==> config.mk <==
export PLATFORM = sky130hd
export DESIGN_NAME = vga_sync_monitor
export DESIGN_NICKNAME = d
export VERILOG_FILES = /design/src/rtl/vga_sync_monitor.sv
export SDC_FILE = /design/constraint.sdc
export NUM_CORES = 1
export LEC_CHECK = 0
export ABC_AREA = 1
export ABC_CLOCK_PERIOD_IN_PS = 3700
export CAP_MARGIN = 20
export CORE_MARGIN = 1
export CORE_UTILIZATION = 59
export CTS_BUF_LIST = sky130_fd_sc_hd__clkbuf_4
export CTS_CLUSTER_SIZE = 28
export DETAILED_ROUTE_END_ITERATION = 6
export MAX_ROUTING_LAYER = met4
export PLACE_DENSITY = 0.91
export RECOVER_POWER = 25
export SETUP_SLACK_MARGIN = 0.05
export SLEW_MARGIN = 0
export SYNTH_ARGS = -nofsm -noshare
export SYNTH_HDL_FRONTEND = slang
export SYNTH_SLANG_ARGS = --single-unit
==> constraint.sdc <==
create_clock -name clk -period 3.7 [get_ports clk]
set_input_delay 0.74 -clock clk [delete_from_list [all_inputs] [get_ports clk]]
set_output_delay 0.74 -clock clk [all_outputs]
set_load 0.005 [all_outputs]
==> src/rtl/vga_sync_monitor.sv <==
// VGA receive-side timing monitor: recovers pixel coordinates and colour, checks line/frame
// periods and tracks lock. Define VGA_CRC_EN to build the per-frame CRC-16 of visible pixels.
module vga_sync_monitor #(
    parameter int unsigned H_TOTAL     = 800,
    parameter int unsigned V_TOTAL     = 525,
    parameter int unsigned H_ACTIVE    = 640,
    parameter int unsigned V_ACTIVE    = 480,
    parameter int unsigned H_START     = 44,
    parameter int unsigned V_START     = 30,
    parameter int unsigned LOCK_FRAMES = 2
) (
    input  logic        clk,
    input  logic        rst_n,
    input  logic        pix_en,
    input  logic        hsync,
    input  logic        vsync,
    input  logic [3:0]  R,
    input  logic [3:0]  G,
    input  logic [3:0]  B,
    output logic        locked,
    output logic        pix_valid,
    output logic [9:0]  pix_x,
    output logic [9:0]  pix_y,
    output logic [11:0] pix_rgb,
    output logic        frame_start,
    output logic [7:0]  err_cnt,
    output logic [15:0] frame_crc,
    output logic        crc_valid
);
    localparam int unsigned HW = 11;
    localparam int unsigned VW = 10;
    localparam int unsigned GW = 8;
    localparam logic [HW-1:0] H_LAST = HW'(H_TOTAL - 1);
    localparam logic [HW-1:0] H_LO   = HW'(H_START);
    localparam logic [HW-1:0] H_HI   = HW'(H_START + H_ACTIVE);
    localparam logic [VW-1:0] V_LAST = VW'(V_TOTAL - 1);
    localparam logic [VW-1:0] V_LO   = VW'(V_START);
    localparam logic [VW-1:0] V_HI   = VW'(V_START + V_ACTIVE);
    localparam logic [GW-1:0] G_LAST = GW'(LOCK_FRAMES - 1);

    typedef enum logic [1:0] {SEARCH, ACQUIRE, LOCKED} state_t;

    logic          r_hs_q, r_vs_q, r_vs_pend;
    logic [HW-1:0] r_hcnt;
    logic [VW-1:0] r_vcnt;
    state_t        r_state, w_state_nxt;
    logic [GW-1:0] r_good, w_good_nxt;

    logic          w_h_rise, w_v_rise, w_realign, w_line_bad, w_frame_bad;
    logic [HW-1:0] w_hcnt_nxt;
    logic [VW-1:0] w_vcnt_nxt;
    logic          w_pix_valid_nxt, w_locked_nxt, w_err_inc;

    // Edge detection and counter next values; every event is qualified by pix_en.
    always_comb begin
        w_h_rise    = pix_en & ~r_hs_q & hsync;
        w_v_rise    = pix_en & ~r_vs_q & vsync;
        w_realign   = w_h_rise & (r_vs_pend | w_v_rise);
        w_line_bad  = w_h_rise & (r_hcnt != H_LAST);
        w_frame_bad = w_realign & (r_vcnt != V_LAST);
        w_hcnt_nxt  = (r_hcnt == '1) ? r_hcnt : r_hcnt + HW'(1);
        w_vcnt_nxt  = r_vcnt;
        if (w_h_rise) begin
            w_hcnt_nxt = '0;
        end
        if (w_realign) begin
            w_vcnt_nxt = '0;
        end else if (w_h_rise && r_vcnt != '1) begin
            w_vcnt_nxt = r_vcnt + VW'(1);
        end
        w_pix_valid_nxt = pix_en & locked
                        & (w_hcnt_nxt >= H_LO) & (w_hcnt_nxt < H_HI)
                        & (w_vcnt_nxt >= V_LO) & (w_vcnt_nxt < V_HI);
    end

    always_ff @(posedge clk or negedge rst_n) begin
        if (!rst_n) begin
            r_hs_q    <= 1'b0;
            r_vs_q    <= 1'b0;
            r_vs_pend <= 1'b0;
            r_hcnt    <= '0;
            r_vcnt    <= '0;
        end else if (pix_en) begin
            r_hs_q    <= hsync;
            r_vs_q    <= vsync;
            r_vs_pend <= w_realign ? 1'b0 : (r_vs_pend | w_v_rise);
            r_hcnt    <= w_hcnt_nxt;
            r_vcnt    <= w_vcnt_nxt;
        end
    end

    always_ff @(posedge clk or negedge rst_n) begin
        if (!rst_n) begin
            r_state <= SEARCH;
            r_good  <= '0;
        end else begin
            r_state <= w_state_nxt;
            r_good  <= w_good_nxt;
        end
    end

    always_comb begin
        w_state_nxt = r_state;
        w_good_nxt  = r_good;
        case (r_state)
            SEARCH: begin
                if (w_realign) begin
                    w_state_nxt = ACQUIRE;
                    w_good_nxt  = '0;
                end
            end
            ACQUIRE: begin
                if (w_line_bad || w_frame_bad) begin
                    w_good_nxt = '0;
                end else if (w_realign) begin
                    w_good_nxt = r_good + GW'(1);
                    if (r_good >= G_LAST) begin
                        w_state_nxt = LOCKED;
                    end
                end
            end
            LOCKED: begin
                if (w_line_bad || w_frame_bad) begin
                    w_state_nxt = SEARCH;
                    w_good_nxt  = '0;
                end
            end
            default: begin
                w_state_nxt = SEARCH;
                w_good_nxt  = '0;
            end
        endcase
    end

    always_comb begin
        w_locked_nxt = (w_state_nxt == LOCKED);
        w_err_inc    = (r_state == LOCKED) && (w_state_nxt == SEARCH);
    end

    // Status and pixel outputs; strobes are cleared on every non-tick clock.
    always_ff @(posedge clk or negedge rst_n) begin
        if (!rst_n) begin
            locked      <= 1'b0;
            err_cnt     <= '0;
            pix_valid   <= 1'b0;
            pix_x       <= '0;
            pix_y       <= '0;
            pix_rgb     <= '0;
            frame_start <= 1'b0;
        end else begin
            pix_valid   <= 1'b0;
            frame_start <= 1'b0;
            if (pix_en) begin
                locked      <= w_locked_nxt;
                pix_valid   <= w_pix_valid_nxt;
                pix_x       <= 10'(w_hcnt_nxt - H_LO);
                pix_y       <= 10'(w_vcnt_nxt - V_LO);
                pix_rgb     <= {R, G, B};
                frame_start <= w_realign;
                if (w_err_inc && err_cnt != 8'hFF) begin
                    err_cnt <= err_cnt + 8'd1;
                end
            end
        end
    end

`ifdef VGA_CRC_EN
    function automatic logic [15:0] crc16_step(input logic [15:0] crc, input logic [15:0] data);
        logic [15:0] c;
        c = crc;
        for (int i = 15; i >= 0; i--) begin
            if (c[15] ^ data[i]) c = {c[14:0], 1'b0} ^ 16'h1021;
            else                 c = {c[14:0], 1'b0};
        end
        return c;
    endfunction

    logic [15:0] r_crc_run;

    // Running CRC restarts at every re-alignment; it is published only while locked.
    always_ff @(posedge clk or negedge rst_n) begin
        if (!rst_n) begin
            r_crc_run <= 16'hFFFF;
            frame_crc <= '0;
            crc_valid <= 1'b0;
        end else begin
            crc_valid <= 1'b0;
            if (pix_en) begin
                if (w_realign) begin
                    if (locked) begin
                        frame_crc <= r_crc_run;
                        crc_valid <= 1'b1;
                    end
                    r_crc_run <= 16'hFFFF;
                end else if (w_pix_valid_nxt) begin
                    r_crc_run <= crc16_step(r_crc_run, {4'h0, R, G, B});
                end
            end
        end
    end
`else
    assign frame_crc = '0;
    assign crc_valid = 1'b0;
`endif

endmodule

==> results.sh, run 1 <==
export IMPL_die_area_um2=7947
export IMPL_synth_area_um2=4481
export IMPL_synthToLayoutAreaGrowth_pct=15.11
export IMPL_power_density_nw_per_um2=439.2
export IMPL_vdd_ir_drop_max_mv=0.2352
export IMPL_fin_setup_tns_ns=0
export IMPL_crit_type="input port to register"
export IMPL_avgSynthCellArea_um2=7.518
export IMPL_h_tree_depth=3
export IMPL_antenna_found_initial=0
export IMPL_via_count=4075
export IMPL_fin_worst_skew_ns=0.01660
export IMPL_cts_root_buf="clkbuf_4"
export IMPL_tightestPinTransition_ns=1.777
export IMPL_yosysSeqAreaShare=0.4133
export IMPL_final_cell_mix="209 x nand2_1, 74 x dfrtp_1, 58 x inv_1, 58 x clkdlybuf4s50_1, 43 x nand3_1"
export IMPL_cts_repair_resized=0
export IMPL_p_leak_nw=2.530
export IMPL_synth_cell_types=41
export IMPL_max_freq_ghz=0.3500
export IMPL_fp_row_count=31
export IMPL_die_h_um=89.15
export IMPL_critPathArrivalTime_ns=3.21
export IMPL_grt_max_degree=75
export IMPL_layout_cells_most_common="nand2_1"
export IMPL_postSynth_asyncResetShare=1.000
export IMPL_outcome="complete, but fails checks"
export IMPL_relSlewSlack=-0.1845
export IMPL_vias_per_cell=5.405
export IMPL_grt_pass1_wl_um=17080
export IMPL_initial_core_util=0.6144
export IMPL_wl_per_cell_um=13.72
export IMPL_period_share=0.7723
export IMPL_post_cts_buffers=0
export IMPL_ant_nets=0
export IMPL_slew_viol_final=75
export IMPL_drt_pre_antenna_iters=5
export IMPL_yosysWarnings=0
export IMPL_cts_inserted_buffers=9
export IMPL_p_total_mw=2.265
export IMPL_required_ns=4.05
export IMPL_grt_pass1_vias=3732
export IMPL_hold_buffers=0
export IMPL_overflow=0
export IMPL_rsz0062_at_grt="no"
export IMPL_final_hold_viol_count=0
export IMPL_ioPinCount=77
export IMPL_cts_tree="done"
export IMPL_core_area_um2=7292
export IMPL_clockBufferDepth=2
export IMPL_min_path_type="register to register"
export IMPL_min_period_ns=2.858
export IMPL_synth_edf_count=0
export IMPL_gp_congestion=0.9012
export IMPL_cp_start_kind="input port"
export IMPL_drcViolationCount=0
export IMPL_track_usage=0.2909
export IMPL_max_cap_violations=1
export IMPL_critPathMaxFanout=17
export IMPL_synth_seq_cells=74
export IMPL_synthCells=596
export IMPL_path_clk_slew_ns=0.11
export IMPL_end_kind="register"
export IMPL_setup_viol=0
export IMPL_hpwl_um=7822
export IMPL_cts_sinks=74
export IMPL_diodes=0
export IMPL_die_width_um=89.15
export IMPL_violations="max-capacitance violations, max-slew violations"
export IMPL_ff2ff_setup_slack_ns=1.12
export IMPL_io_buffers=59
export IMPL_drive_gt1_frac=0.08702
export IMPL_nets=677
export IMPL_ys_flop_type="dfrtp_1"
export IMPL_drtIter0Drc=231
export IMPL_routed_wl_um=10350
export IMPL_insertion_delay_ns=0.41
[Yosys cell counts (all sizes together) (9+ instances only)]
cell   number  area (um^2)
nand2     222        885.8
ha          9        112.6
xor2        9        78.83
a21oi      16        95.10
nand4      13        87.58
o21ai      36        191.4
buf        28        202.7
dfrtp      74         1852
inv        60        225.2
nand3      48        280.3
nor2       38        201.4
[routing by layer]
layer,wire length (um),track usage
met1,4563,0.3657
met2,4994,0.4768
met3,591,0.05817
met4,198,0.08947
met5,0,-
[cell families after synthesis]
group           after synthesis  share of synthesized area
compound gates               59                    0.07540
xor+xnor                     15                    0.02932
fa+ha+maj                     9                    0.02513
buf+inv                      98                     0.1042
flops                        74                     0.4133
other cells                   1                  0.0008370
simple gates                340                     0.3519
[final timing paths]
| path | from | to | depth (start not counted) |
|---|---|---|---|
| worst max register to register | r_vcnt[0] | pix_y[9] | 15 |
| max in group asynchronous | rst_n | r_vcnt[5] | 1 |
| worst max-delay path | pix_en | r_good[3] | 14 |
| min in group asynchronous | rst_n | pix_y[3] | 1 |
| worst min-delay path | pix_rgb[7] | pix_rgb[7] | 2 |
| worst min register to register | pix_rgb[7] | pix_rgb[7] | 2 |
[worst max-delay path: stages]
cell	delay, ns
clkdlybuf4s50_1	0.58
buf_4	0.26
nand2_2	0.09
o21bai_2	0.18
nand2_2	0.21
clkinv_2	0.19
nand2_2	0.09
nand2_4	0.13
nand2_1	0.06
nand3_1	0.08
nand2_2	0.14
inv_1	0.23
nand2_1	0.13
nand2_1	0.09
[per-stage QoR]
stage          setup WS [ns]  area [um^2]  utilization  hold WS, ns  std cells
2_1_floorplan          1.321         4541            -       0.4444        612
3_3_place_gp          0.5321         5057       0.6935       0.4533        739
3_5_place_dp          0.4269         5057       0.6935       0.4576        739
4_1_cts               0.8595         5160       0.7076       0.4712        754
5_1_grt               0.6701         5157       0.7073       0.5058        754
6_report              0.8425         5157       0.7073       0.4812        754
[area by class of cell]
class | count | area, um^2
multi-input cells | 440 | 2222
clock inverters | 4 | 20.02
repair buffers | 64 | 623.1
well taps | 99 | 123.9
flip-flops and latches | 74 | 1852
inverters | 62 | 234.0
clock buffers | 11 | 82.58
fillers | 638 | 2135
[state kept, by name (all words and copies together), names as in the netlist]
register / flops
pix_y: 9
r_vs_pend: 1
r_hcnt: 11
pix_x: 8
r_vcnt: 10
pix_valid: 1
r_hs_q: 1
r_good: 8
pix_rgb: 12
r_vs_q: 1
frame_start: 1
err_cnt: 8
locked: 1
r_state: 2
[power by group]
part	internal (mW)	switching, mW	total [mW]	leakage (nW)
sequential	0.943	0.159	1.10	0.944
clock	0.145	0.269	0.413	0.0578
combinational	0.338	0.412	0.750	1.53
total	1.43	0.840	2.27	2.53
Power figures use the tool's default switching activity.
==> inputs of run 2 (changes only) <==
- ABC_CLOCK_PERIOD_IN_PS: 3700 -> 2300
- CORE_UTILIZATION: 59 -> 50
- PLACE_DENSITY: 0.91 -> 0.82
- clock period: 3.7 -> 2.3 ns (I/O delays scaled with it)
==> run 2 against run 1 <==
Effect of this change:
- highest routed layer unchanged
- design area up 10%
- critical path depth down 2
- the flow now finishes without violations
- critical endpoint is now pix_y[9]
- clock power up 61%
- largest cell class unchanged
- combinational power up 100%
- core utilization down 5.3 points
- non-clock buffer count up 62
- count of clock-buffer cells in the layout unchanged
- wire length up 6.9%
- sequential power up 56%
- register-to-register slack worse by 1.0 ns
- worst hold slack worse by 0.031 ns
- via count up 3.6%
==> results.sh, run 2 (synthesis gave the netlist of run 1 again) <==
export IMPL_outcome="finished, final reports clean"
export IMPL_die_h_um=96.67
export IMPL_final_cell_mix="207 x nand2_1, 74 x dfrtp_1, 64 x buf_4"
export IMPL_clockBufferDepth=2
export IMPL_critical_path_cell_chain="ha_2 -> nand3_2 -> nor2_4 -> buf_4 -> a21oi_2 -> buf_4 -> o21ai_0 -> nand2_1 -> inv_1 -> nand2_1 -> nand3_1 -> nand2_1"
export IMPL_h_tree_depth=3
export IMPL_fin_worst_skew_ns=0.01309
export IMPL_vias_per_cell=5.115
export IMPL_grt_max_degree=48
export IMPL_max_freq_ghz=0.4572
export IMPL_path_clk_slew_ns=0.11
export IMPL_p_int_mw=2.495
export IMPL_initial_core_util=0.5163
export IMPL_cpPeakStageDelay_ns=0.38
export IMPL_min_path_type="input port to register"
export IMPL_diodes=0
export IMPL_ff2ff_path_depth=12
export IMPL_layout_cells_most_common="nand2_1"
export IMPL_end_kind="register"
export IMPL_period_share=0.9509
export IMPL_ioPinCount=77
export IMPL_crit_family="simple AND/OR/NAND/NOR gates"
export IMPL_placed_cell_area_um2=5487
export IMPL_overflow=0
export IMPL_via_count=4220
export IMPL_drcViolationCount=0
export IMPL_p_switching_mw=1.418
export IMPL_relSlewSlack=0.4072
export IMPL_ff2ff_setup_slack_ns=0.11
export IMPL_regMostFlops="pix_rgb"
export IMPL_cp_num_cells=12
export IMPL_cts_inserted_buffers=9
export IMPL_io_buffers=59
export IMPL_antenna_found_initial=0
export IMPL_largest_register_ffs=12
export IMPL_wl_per_cell_um=13.40
export IMPL_slew_viol_final=0
export IMPL_pre_cts_ws_ns=-0.3167
export IMPL_vdd_ir_drop_max_mv=0.2739
export IMPL_die_area_um2=9344
export IMPL_fin_area_um2=5682
export IMPL_p_sw_frac=0.3623
export IMPL_finalWorstSetupSlack_ns=0.1129
export IMPL_power_density_nw_per_um2=688.6
export IMPL_worst_path_max_delay_cell="o21ai_0"
export IMPL_cts_sinks=74
export IMPL_setup_viol=0
export IMPL_critPathArrivalTime_ns=2.49
export IMPL_timing_critical_path_buf_inv=3
export IMPL_p_leak_nw=2.838
export IMPL_crit_type="register to register"
export IMPL_p_total_mw=3.913
export IMPL_dp_cells=802
export IMPL_p_seq_frac=0.440
export IMPL_drt_pre_antenna_iters=5
export IMPL_synthToLayoutAreaGrowth_pct=26.81
export IMPL_hold_depth=3
export IMPL_critPathMaxFanout=4
export IMPL_cts_root_buf="clkbuf_4"
export IMPL_required_ns=2.60
export IMPL_fp_row_count=34
export IMPL_fin_cells=825
export IMPL_max_cap_violations=0
export IMPL_core_area_um2=8678
export IMPL_largestRegisters="pix_rgb: 12 flops, r_hcnt: 11 flops, r_vcnt: 10 flops"
export IMPL_ant_nets=0
export IMPL_final_hold_viol_count=0
export IMPL_gp_congestion=0.9563
export IMPL_insertion_delay_ns=0.40
export IMPL_min_period_ns=2.187
export IMPL_clockPowerShare=0.170
export IMPL_tightestPinTransition_ns=0.8892
export IMPL_cp_start_kind="register"
export IMPL_hpwl_um=8275
export IMPL_comb_power_share=0.390
export IMPL_die_width_um=96.67
export IMPL_fin_setup_tns_ns=0
export IMPL_track_usage=0.2412
export IMPL_drive_gt1_frac=0.1785
export IMPL_grt_pass1_wl_um=18080
export IMPL_cpMostUsedCell="nand2_1"
export IMPL_nets=739
export IMPL_fill_cells=747
export IMPL_grt_pass1_vias=3981
export IMPL_drtIter0Drc=231
export IMPL_cts_tree="done"
export IMPL_rsz0062_at_grt="yes"
export IMPL_routed_wl_um=11060
==> run 2: power by group through the flow <==
stage | Clock, mW | Sequential (mW) | Combinational (mW)
6_report | 0.666 | 1.72 | 1.52
5_1_grt | 0.746 | 1.75 | 1.68
4_1_cts | 0.686 | 1.72 | 1.50
3_5_place_dp | 0 | 1.74 | 1.48
3_3_place_gp | 0 | 1.73 | 1.44
2_1_floorplan | 0 | 1.71 | 0.785
==> run 2: layout make-up <==
| cell class | count | area, um^2 | area share |
|---|---|---|---|
| Timing Repair Buffer | 126 | 1090 | 0.1918 |
| Sequential cell | 74 | 1852 | 0.3259 |
| Clock buffer | 11 | 82.58 | 0.01453 |
| Multi-Input combinational cell | 440 | 2268 | 0.3993 |
| Tap cell | 108 | 135.1 | 0.02378 |
| Inverter | 62 | 234.0 | 0.04118 |
| Clock inverter | 4 | 20.02 | 0.003523 |
==> run 2: tightest hold or removal path: stages <==
cell and delay (ns):
dlymetal6s2s_1 0.20, nand2_2 0.10, nand2_1 0.05
==> run 2: layer usage <==
| metal | up-vias | track usage | share of wire |
|---|---|---|---|
| met3 | 18 | 0.03685 | 0.048 |
| met1 | 1980 | 0.3097 | 0.45 |
| met5 | - | - | 0 |
| li1 | 2100 | - | - |
| met4 | 0 | 0.08381 | 0.014 |
| met2 | 122 | 0.3900 | 0.49 |
==> run 2: final timing paths <==
| kind | start | end |
|---|---|---|
| max in group asynchronous | rst_n | r_hs_q |
| worst min register to register | pix_rgb[2] | pix_rgb[2] |
| min in group asynchronous | rst_n | frame_start |
| worst max register to register | r_vcnt[0] | pix_y[9] |
| worst min-delay path | pix_en | r_vs_q |
| worst max-delay path | r_vcnt[0] | pix_y[9] |
==> run 2: timing repair <==
| action | CTS | global route |
|---|---|---|
| pin swaps | 0 | 5 |
| endpoints found under the setup margin | 1 | 5 |
| gates resized for setup | 1 | 13 |
| hold buffers | 1 | 0 |
| endpoints found under the hold margin | 27 | 0 |
| buffers inserted | 0 | 7 |
==> run 2: through the flow <==
stage                     hold slack (ns)    util
after floorplan                    0.1644       -
after global routing               0.4481  0.6547
after CTS                          0.4852  0.6456
after detailed placement           0.4241  0.6322
after global placement             0.4087  0.6322
final                              0.4506  0.6547
==> inputs of run 3 (changes only) <==
- CAP_MARGIN: 20 -> unset
==> results of run 3 <==
No change in the layout: final DEF, timing and power equal those of run 2.
